## config.mk

```make
export PLATFORM = sky130hd
export DESIGN_NAME = fifo_flagged_flat
export DESIGN_NICKNAME = d
export VERILOG_FILES = /design/src/rtl/fifo_pkg.sv /design/src/rtl/fifo_flagged_if.sv /design/src/rtl/fifo_ptr.sv /design/src/rtl/fifo_flagged.sv /design/src/flat_wrapper.sv
export SDC_FILE = /design/constraint.sdc
export NUM_CORES = 1
export LEC_CHECK = 0
export ABC_CLOCK_PERIOD_IN_PS = 3650
export BUFFER_PORTS_ARGS = -buffer_cell sky130_fd_sc_hd__buf_4
export CORE_MARGIN = 5
export CORE_UTILIZATION = 50
export CTS_CLUSTER_SIZE = 20
export DETAILED_ROUTE_END_ITERATION = 8
export PLACE_DENSITY = 0.67
export REMOVE_ABC_BUFFERS = 1
export SLEW_MARGIN = 20
export SYNTH_ARGS = -nofsm -noshare
export SYNTH_HDL_FRONTEND = slang
export SYNTH_HIERARCHICAL = 1
export SYNTH_SLANG_ARGS = --single-unit
```

## constraint.sdc

```tcl
create_clock -name iClk -period 3.65 [get_ports iClk]
set_clock_uncertainty 0.2 [all_clocks]
set_input_delay 0 -clock iClk [delete_from_list [all_inputs] [get_ports iClk]]
set_output_delay 0 -clock iClk [all_outputs]
set_load 0.005 [all_outputs]
```

## src/rtl/fifo_pkg.sv

```systemverilog
// fifo_pkg: shared FIFO constants and the count-width helper
package fifo_pkg;

   localparam int cUartFifoDepth = 16;
   localparam int cUartFifoDataWidth = 8;

   function automatic int countWidth(input int depth);
      return $clog2(depth + 1);
   endfunction

endpackage

```

## src/rtl/fifo_flagged_if.sv

```systemverilog
// fifo_flagged_if: FIFO write/read/status bundle with producer-side and FIFO-side views
interface fifo_flagged_if
   import fifo_pkg::*;
#(
   parameter int pFifoDataWidth = cUartFifoDataWidth,
   parameter int CW = countWidth(cUartFifoDepth)
);

   logic iFlush;
   logic iWriteEn;
   logic [pFifoDataWidth-1:0] iWriteData;
   logic iReadEn;
   logic iClearFlags;
   logic oFifoFull;
   logic [pFifoDataWidth-1:0] oReadData;
   logic oFifoEmpty;
   logic oAlmostFull;
   logic oAlmostEmpty;
   logic [CW-1:0] oFifoCount;
   logic oOverflow;
   logic oUnderflow;

   modport master (
      output iFlush, iWriteEn, iWriteData, iReadEn, iClearFlags,
      input oFifoFull, oReadData, oFifoEmpty, oAlmostFull, oAlmostEmpty, oFifoCount, oOverflow, oUnderflow
   );

   modport slave (
      input iFlush, iWriteEn, iWriteData, iReadEn, iClearFlags,
      output oFifoFull, oReadData, oFifoEmpty, oAlmostFull, oAlmostEmpty, oFifoCount, oOverflow, oUnderflow
   );

endinterface

```

## src/rtl/fifo_ptr.sv

```systemverilog
// fifo_ptr: wrapping pointer register, increments modulo pDepth (any depth >= 2)
module fifo_ptr #(
   parameter int pDepth = 16,
   localparam int PW = $clog2(pDepth)
) (
   input  logic iClk,
   input  logic iRst,
   input  logic iClear,
   input  logic iAdvance,
   output logic [PW-1:0] oPtr
);

   // explicit compare for the wrap so non-power-of-two depths work
   always_ff @(posedge iClk)
      if (iRst || iClear) oPtr <= '0;
      else if (iAdvance) oPtr <= (oPtr == PW'(pDepth - 1)) ? '0 : oPtr + PW'(1);

endmodule

```

## src/rtl/fifo_flagged.sv

```systemverilog
// fifo_flagged: register FIFO with level flags, flush and optional sticky errors (FIFO_ERR_FLAGS_EN)
module fifo_flagged
   import fifo_pkg::*;
#(
   parameter int pFifoDepth = cUartFifoDepth,
   parameter int pFifoDataWidth = cUartFifoDataWidth,
   parameter int pAlmostFullLevel = 12,
   parameter int pAlmostEmptyLevel = 2
) (
   input logic iClk,
   input logic iRst,
   fifo_flagged_if.slave bus
);

   localparam int CW = countWidth(pFifoDepth);
   localparam int PW = $clog2(pFifoDepth);

   logic [pFifoDataWidth-1:0] mem [pFifoDepth];
   logic [PW-1:0] rdPtr, wrPtr;
   logic [CW-1:0] count;
   logic full, empty, wrAcc, rdAcc;

   assign full = count == CW'(pFifoDepth);
   assign empty = count == '0;
   assign rdAcc = bus.iReadEn && !empty && !bus.iFlush;
   assign wrAcc = bus.iWriteEn && (!full || bus.iReadEn) && !bus.iFlush;

   fifo_ptr #(.pDepth(pFifoDepth)) uRdPtr (.iClk(iClk), .iRst(iRst), .iClear(bus.iFlush), .iAdvance(rdAcc), .oPtr(rdPtr));
   fifo_ptr #(.pDepth(pFifoDepth)) uWrPtr (.iClk(iClk), .iRst(iRst), .iClear(bus.iFlush), .iAdvance(wrAcc), .oPtr(wrPtr));

   // storage is never reset; only pointers and count define what is valid
   always_ff @(posedge iClk)
      if (wrAcc) mem[wrPtr] <= bus.iWriteData;

   // occupancy: reset and flush dominate, simultaneous read+write leaves it unchanged
   always_ff @(posedge iClk)
      if (iRst || bus.iFlush) count <= '0;
      else if (wrAcc && !rdAcc) count <= count + CW'(1);
      else if (rdAcc && !wrAcc) count <= count - CW'(1);

   assign bus.oReadData = empty ? '0 : mem[rdPtr];
   assign bus.oFifoFull = full;
   assign bus.oFifoEmpty = empty;
   assign bus.oAlmostFull = count >= CW'(pAlmostFullLevel);
   assign bus.oAlmostEmpty = count <= CW'(pAlmostEmptyLevel);
   assign bus.oFifoCount = count;

`ifdef FIFO_ERR_FLAGS_EN
   logic overflow, underflow, ovfSet, unfSet;

   assign ovfSet = bus.iWriteEn && full && !bus.iReadEn && !bus.iFlush;
   assign unfSet = bus.iReadEn && empty && !bus.iFlush;

   // sticky error flags; a new error in the clearing cycle wins
   always_ff @(posedge iClk)
      if (iRst) begin
         overflow <= 1'b0;
         underflow <= 1'b0;
      end else begin
         overflow <= ovfSet || (overflow && !bus.iClearFlags);
         underflow <= unfSet || (underflow && !bus.iClearFlags);
      end

   assign bus.oOverflow = overflow;
   assign bus.oUnderflow = underflow;
`else
   logic unusedClearFlags;

   assign unusedClearFlags = bus.iClearFlags;
   assign bus.oOverflow = 1'b0;
   assign bus.oUnderflow = 1'b0;
`endif

endmodule
```

## src/flat_wrapper.sv

```systemverilog
// flat-port wrapper written by rule: the top's interface ports become plain ports
module fifo_flagged_flat import fifo_pkg::*;
#(
   parameter int pFifoDepth = cUartFifoDepth,
   parameter int pFifoDataWidth = cUartFifoDataWidth,
   parameter int pAlmostFullLevel = 12,
   parameter int pAlmostEmptyLevel = 2
)
  (iClk, iRst, bus_iFlush, bus_iWriteEn, bus_iWriteData, bus_iReadEn, bus_iClearFlags, bus_oFifoFull, bus_oReadData, bus_oFifoEmpty, bus_oAlmostFull, bus_oAlmostEmpty, bus_oFifoCount, bus_oOverflow, bus_oUnderflow);
  fifo_flagged_if #(.pFifoDataWidth(pFifoDataWidth)) bus_i ();
  input logic iClk;
  input logic iRst;
  input wire logic [$bits(bus_i.iFlush)-1:0] bus_iFlush;
  input wire logic [$bits(bus_i.iWriteEn)-1:0] bus_iWriteEn;
  input wire logic [$bits(bus_i.iWriteData)-1:0] bus_iWriteData;
  input wire logic [$bits(bus_i.iReadEn)-1:0] bus_iReadEn;
  input wire logic [$bits(bus_i.iClearFlags)-1:0] bus_iClearFlags;
  output wire logic [$bits(bus_i.oFifoFull)-1:0] bus_oFifoFull;
  output wire logic [$bits(bus_i.oReadData)-1:0] bus_oReadData;
  output wire logic [$bits(bus_i.oFifoEmpty)-1:0] bus_oFifoEmpty;
  output wire logic [$bits(bus_i.oAlmostFull)-1:0] bus_oAlmostFull;
  output wire logic [$bits(bus_i.oAlmostEmpty)-1:0] bus_oAlmostEmpty;
  output wire logic [$bits(bus_i.oFifoCount)-1:0] bus_oFifoCount;
  output wire logic [$bits(bus_i.oOverflow)-1:0] bus_oOverflow;
  output wire logic [$bits(bus_i.oUnderflow)-1:0] bus_oUnderflow;
  assign bus_i.iFlush = bus_iFlush;
  assign bus_i.iWriteEn = bus_iWriteEn;
  assign bus_i.iWriteData = bus_iWriteData;
  assign bus_i.iReadEn = bus_iReadEn;
  assign bus_i.iClearFlags = bus_iClearFlags;
  assign bus_oFifoFull = bus_i.oFifoFull;
  assign bus_oReadData = bus_i.oReadData;
  assign bus_oFifoEmpty = bus_i.oFifoEmpty;
  assign bus_oAlmostFull = bus_i.oAlmostFull;
  assign bus_oAlmostEmpty = bus_i.oAlmostEmpty;
  assign bus_oFifoCount = bus_i.oFifoCount;
  assign bus_oOverflow = bus_i.oOverflow;
  assign bus_oUnderflow = bus_i.oUnderflow;
  fifo_flagged #(.pFifoDepth(pFifoDepth), .pFifoDataWidth(pFifoDataWidth), .pAlmostFullLevel(pAlmostFullLevel), .pAlmostEmptyLevel(pAlmostEmptyLevel)) u_core (.iClk(iClk), .iRst(iRst), .bus(bus_i));
endmodule
```

== After elaboration in Yosys (flattened, before gate mapping) ==
Memories as Yosys holds them, arrays and structs flattened. A register that Yosys moved wholly into a read port is not among the register bits.
Index checks and enable logic that the tools add are counted.

* $add $sub $neg: 4
* Equal/unequal tests: 3
* Magnitude comparators: 2
* Reduce and logical (&&, ||, !) cells: 15
* Muxes and demuxes: 9

{| class="wikitable"
|+ Operators by type and width
! kind !! count
|-
| $mux 4 || 4
|-
| $mux 5 || 2
|-
| $add 4x1->4 const B || 2
|-
| $eq 4x4->1 const B || 2
|-
| $mux 8 || 1
|-
| $logic_and 1x1->1 || 6
|-
| $add 5x1->5 const B || 1
|-
| $eq 5x5->1 const B || 1
|-
| $ge 5x4->1 const B || 1
|-
| $le 5x2->1 const B || 1
|-
| $logic_not 1->1 || 5
|-
| $logic_not 5->1 || 1
|-
| $sub 5x1->5 const B || 1
|-
| $logic_or 1x1->1 || 2
|-
| $mux 1 || 2
|-
| $reduce_bool 2->1 || 1
|}

* Output and inout port bits: 19
* Register bits after elaboration: 13
* Word-level logic and storage cells: 37
* Input port bits: 14
* Memories: 1
* Bits in writable memories: 128

{| class="wikitable"
|+ Memories
! memory !! words !! bits a word !! read ports !! clocked after Yosys merged registers in !! write ports !! RTL line !! RTL
|-
| u_core.mem || 16 || 8 || 1 || 1 || 1 || fifo_flagged.sv:18 || <nowiki>logic [pFifoDataWidth-1:0] mem [pFifoDepth];</nowiki>
|}

== Depth between registers and ports, before layout ==
* Word-level depth: 9
* Depth in mapped cells: 11
* Gate-level depth less buffers: 10

== Modules after synthesis ==
The synthesis kept the hierarchy.

{| class="wikitable"
|+ By module, submodules not included
! module !! area each (µm²) !! seq. area each (µm²) !! instances !! cells an instance
|-
| fifo_flagged || 5,487.8 || 3,943.8 || 1 || 283
|-
| fifo_ptr || 186.4 || 80.1 || 2 || 19
|}

== Least setup slack after synthesis ==
OpenSTA, ideal clock, no wires.

* Path kind: reg-to-reg
* From: register u_core.count[0], in the netlist u_core/bus.oFifoCount[0]
* To: register u_core.count[4], in the netlist u_core/bus.oFifoCount[4]
* Required time: 3.378 ns
* Arrival: 2.412 ns
* Cell stages (with the launch flop): 11
* Path buffers: 1
* Path slack: 0.967 ns
* Clock period less this slack: 2.683 ns
* Library setup time: 0.072 ns
* Cells stage by stage: dfxtp_1 -> nor4_2 -> nor2b_1 -> buf_2 -> or3_1 -> ha_1 -> fa_1 -> nand2b_1 -> a21oi_1 -> mux2i_1 -> mux2i_1

* Elaborated cells on any way between the ends: 18
* Classes of those cells: 2 x add/sub; 1 x eq/ne; 2 x mux; 13 x reduce/logical

{| class="wikitable"
|+ RTL lines
! what !! RTL line !! RTL
|-
| start: declaration || fifo_flagged.sv:20 || <nowiki>logic [CW-1:0] count;</nowiki>
|-
| start signal: assignment || fifo_flagged.sv:38 || <nowiki>else if (wrAcc && !rdAcc) count <= count + CW'(1);</nowiki>
|-
| start signal: assignment || fifo_flagged.sv:39 || <nowiki>else if (rdAcc && !wrAcc) count <= count - CW'(1);</nowiki>
|-
| $logic_not 5->1 (*) || fifo_flagged.sv:24 || <nowiki>assign empty = count == '0;</nowiki>
|-
| net bus_oFifoEmpty || flat_wrapper.sv:20 || <nowiki>output wire logic [$bits(bus_i.oFifoEmpty)-1:0] bus_oFifoEmpty;</nowiki>
|-
| $logic_not 1->1 (*) || fifo_flagged.sv:25 || <nowiki>assign rdAcc = bus.iReadEn && !empty && !bus.iFlush;</nowiki>
|-
| $logic_and 1x1->1 (*) (2 in series) || fifo_flagged.sv:25 ||
|-
| $logic_not 1->1 || fifo_flagged.sv:38 ||
|-
| $logic_and 1x1->1 || fifo_flagged.sv:38 ||
|-
| $mux 5 / $reduce_bool 2->1 (equally long branches) || -- ||
|}

Mark *: on every way through the listed nets, which the timed path passes. The rest lies on a longest branch. The select of a mux whose other input is x is not followed.
A chain may end at the register's enable or synchronous reset.

== Worst setup path after layout ==
* From: register u_core.count[0], in the netlist u_core/bus.oFifoCount[0]
* To: register u_core.count[4], in the netlist u_core/bus.oFifoCount[4]

* Longest elaborated chain between the ends: 8
* Elaborated cells on any way between the ends: 18
* Classes of those cells: 2 x add/sub; 1 x eq/ne; 2 x mux; 13 x reduce/logical

{| class="wikitable"
|+ Ends and longest elaborated chain
! what !! RTL line !! RTL
|-
| $eq 5x5->1 (*) || fifo_flagged.sv:23 || <nowiki>assign full = count == CW'(pFifoDepth);</nowiki>
|-
| $logic_not 1->1 (*) || fifo_flagged.sv:26 || <nowiki>assign wrAcc = bus.iWriteEn && (!full || bus.iReadEn) && !bus.iFlush;</nowiki>
|-
| $logic_or 1x1->1 (*) || fifo_flagged.sv:26 ||
|-
| $logic_and 1x1->1 (*) (2 in series) || fifo_flagged.sv:26 ||
|-
| net u_core.wrAcc || fifo_flagged.sv:21 || <nowiki>logic full, empty, wrAcc, rdAcc;</nowiki>
|-
| $logic_not 1->1 || fifo_flagged.sv:39 ||
|-
| $logic_and 1x1->1 || fifo_flagged.sv:39 ||
|-
| $reduce_bool 2->1 (no source line) || -- ||
|}

Marked as above.

==> summary.md <==
| Metric | Value |
|---|---|
| CP endpoint kind | `register` |
| # rows | `39` |
| Antenna-violating nets left | `0` |
| DRT iter0 DRCs | `269` |
| Max frequency | `327.3 MHz` |
| Vias/cell | `5.741` |
| Worst-path maximum fanout | `11` |
| GRT overflow | `0` |
| GRT Util Overall | `0.1730` |
| Die height | `118.3 µm` |
| WL per Instance | `21.06 µm` |
| Post-synthesis cell type count | `38` |
| Detail Route met2 WL | `5829 µm` |
| Max Slew Vio Count | `0` |
| Synth warnings | `6` |
| CP max-delay cell | `a311oi_2` |
| Skew-Pair Late Insertion Delay | `0.41 ns` |
| Avg Inst Size Synth | `18.26 µm²` |
| RSZ-0062 raised after global routing | `no` |
| Req. time, crit path | `3.79 ns` |
| Final wirelength | `11370 µm` |
| CP Buf/Inv Count | `1` |
| Synthesized flop and latch total | `141` |
| CTS sink cnt | `141` |
| Ports | `33` |
| Worst vdd ir | `416.6 µV` |
| Dominant synthesized flop cell | `edfxtp_1` |
| WHS | `0.05475 ns` |
| Share of layout cells above drive strength 1 | `0.2821` |
| Largest net degree at the start of global routing | `30` |
| Detail Placement HPWL | `7022 µm` |
| Die area | `13990 µm²` |
| Hold Fails Final Rpt | `0` |
| Post-route clock period utilization | `0.8371` |
| Status | `finished clean` |
| Cell area after synthesis | `5861 µm²` |
| Initial antenna violation count | `0` |
| Met3 WL | `876 µm` |
| Crit path DAT | `3.20 ns` |
| Vias in the first global route | `3271` |
| Uppermost routed layer | `met4` |
| Setup TNS | `0 ns` |
| Mapped Cells | `321` |
| Layout Area Growth over Synthesis | `19.58%` |
| Post-CTS Setup Inserts | `0` |
| CTS Buffer Depth | `2` |
| Core area | `11470 µm²` |
| Max capacitance violation total | `0` |
| First-pass GRT wire length | `17960 µm` |
| Sequential cell area | `4106 µm²` |
| Filler instances | `833` |
| Most frequent cells in the layout | `edfxtp_1, buf_4, mux4_2, nor2_1, a211oi_1` |
| Placed cells | `499` |
| DRC viols | `0` |
| Die Wd | `118.3 µm` |
| DR pass1 iterations | `5` |
| Non-filler cells, final | `540` |
| Critical Path Source Type | `register` |
| Core Util, Final | `0.6111` |
| Sequential fraction of the synthesis area | `0.7003` |
| P per Cell Area | `519.0 nW/µm²` |
| Delay-heaviest family, CP | `compound AO/OA/AOI/OAI gates` |
| Post-synth EDFFs | `128` |
| CTS tree | `built` |
| Starting density of the core | `0.5111` |
| Critical path cell sequence | `nor4_2 > a311oi_2 > ha_1 > inv_1 > ha_1 > nand2b_1 > a21oi_1 > mux2i_1 > mux2i_1` |
| Crit path time final | `3.055 ns` |
| Slew margin rel. | `0.4198` |
| Layout Nets | `408` |
| Critical Path Max Stage Delay | `0.71 ns` |
| Ant. Diodes | `0` |
| Ys async rst share | `0` |
| P_leak | `2.317 nW` |
| Multi-input gate area | `1622 µm²` |
| Most common cell after layout, fill and taps aside | `edfxtp_1` |
| PortBufs | `29` |
| RD Place Congestion | `0.8593` |
| DR vias | `3100` |
| H-tree depth | `4` |
| HP Class | `in2reg` |
| CTS Buf Count | `17` |
| CP Class | `reg2reg` |
| Actual slew at the worst max-slew pin | `0.8703 ns` |
| Final setup fails | `0` |
| Clock slew at reported path FFs | `0.06 ns` |
| DRT met1 WL | `4528 µm` |
| Root buf cell | `clkbuf_16` |
[worst reg2reg max path, stage by stage, from the launching register on]
cell	delay, ns
dfxtp_1	0.44
nor4_2	0.11
a311oi_2	0.71
ha_1	0.35
inv_1	0.12
ha_1	0.34
nand2b_1	0.07
a21oi_1	0.17
mux2i_1	0.26
mux2i_1	0.21
[kinds of logic (layout without fill, tap and decap cells)]
logic type               after synthesis  in the layout  synth area share
AO/OA/AOI/OAI                         30             30           0.03800
XOR/XNOR                               4              4          0.005977
adder cells (fa/ha/maj)                7              7           0.01623
buffers and inverters                 23             98           0.02370
flip-flops                           141            141            0.7003
multiplexers                          44             44            0.1486
other                                  1              2         0.0006399
AND/OR/NAND/NOR                       71             71           0.06661
[through the flow]
| stage | power [mW] | cell area (µm²) | setup slack (ns) |
|---|---|---|---|
| after floorplan | 1.896 | 5748 | 0.8218 |
| after global placement | 1.986 | 6312 | 0.7417 |
| after detailed placement | 1.992 | 6312 | 0.5845 |
| after CTS | 3.673 | 7008 | 0.5624 |
| after global routing | 3.781 | 7008 | 0.3716 |
| final | 3.637 | 7008 | 0.5945 |
[per-layer routing]
metal	up-vias	track usage
li1	1419	-
met1	1566	0.2235
met2	103	0.2792
met3	12	0.05683
met4	0	0.05591
met5	-	0
[synth_stat cells, types with 6 or more instances]
cell type / number / share of area
ha_1: 6 / 0.013
mux4_2: 24 / 0.092
nor3_1: 7 / 0.0060
nand3_1: 7 / 0.0060
a211oi_1: 18 / 0.023
nor2_1: 24 / 0.015
a21oi_1: 6 / 0.0051
inv_1: 6 / 0.0038
dfxtp_1: 13 / 0.044
mux4_1: 8 / 0.036
nor2b_1: 9 / 0.0096
mux2i_1: 12 / 0.020
edfxtp_1: 128 / 0.66
[path summary, 6_finish.rpt]
path         slack (ns)  cells after the start                startpoint                  endpoint
max                0.59                      9  u_core/bus.oFifoCount[0]  u_core/bus.oFifoCount[4]
min                0.05                      5               bus_iReadEn     u_core/uWrPtr/oPtr[0]
max reg2reg        0.59                      9  u_core/bus.oFifoCount[0]  u_core/bus.oFifoCount[4]
min reg2reg        0.37                      2  u_core/bus.oFifoCount[4]  u_core/bus.oFifoCount[4]
[power breakdown]
group	leakage [nW]	internal [mW]	switching, mW	total (mW)
sequential	1.26	1.77	0.0128	1.78
combinational	0.780	0.0900	0.0936	0.184
clock	0.278	1.06	0.615	1.67
[layout make-up]
type	count	area share
flip-flops and latches	141	0.5860
inverters	6	0.003214
clock inverters	12	0.02142
well taps	143	0.02553
clock buffers	17	0.06070
multi-input cells	158	0.2314
repair buffers	63	0.07177
[state kept, by name (all words and copies together) (netlist names)]
signal	flops
u_core/mem	128
u_core/uRdPtr/oPtr	4
u_core/bus.oFifoCount	5
u_core/uWrPtr/oPtr	4
[timing repair]
action,4_1_cts,5_1_grt
resized for setup,0,0
hold buffers,12,0
endpoints found under the hold margin,141,0
Power figures use the tool's default switching activity.
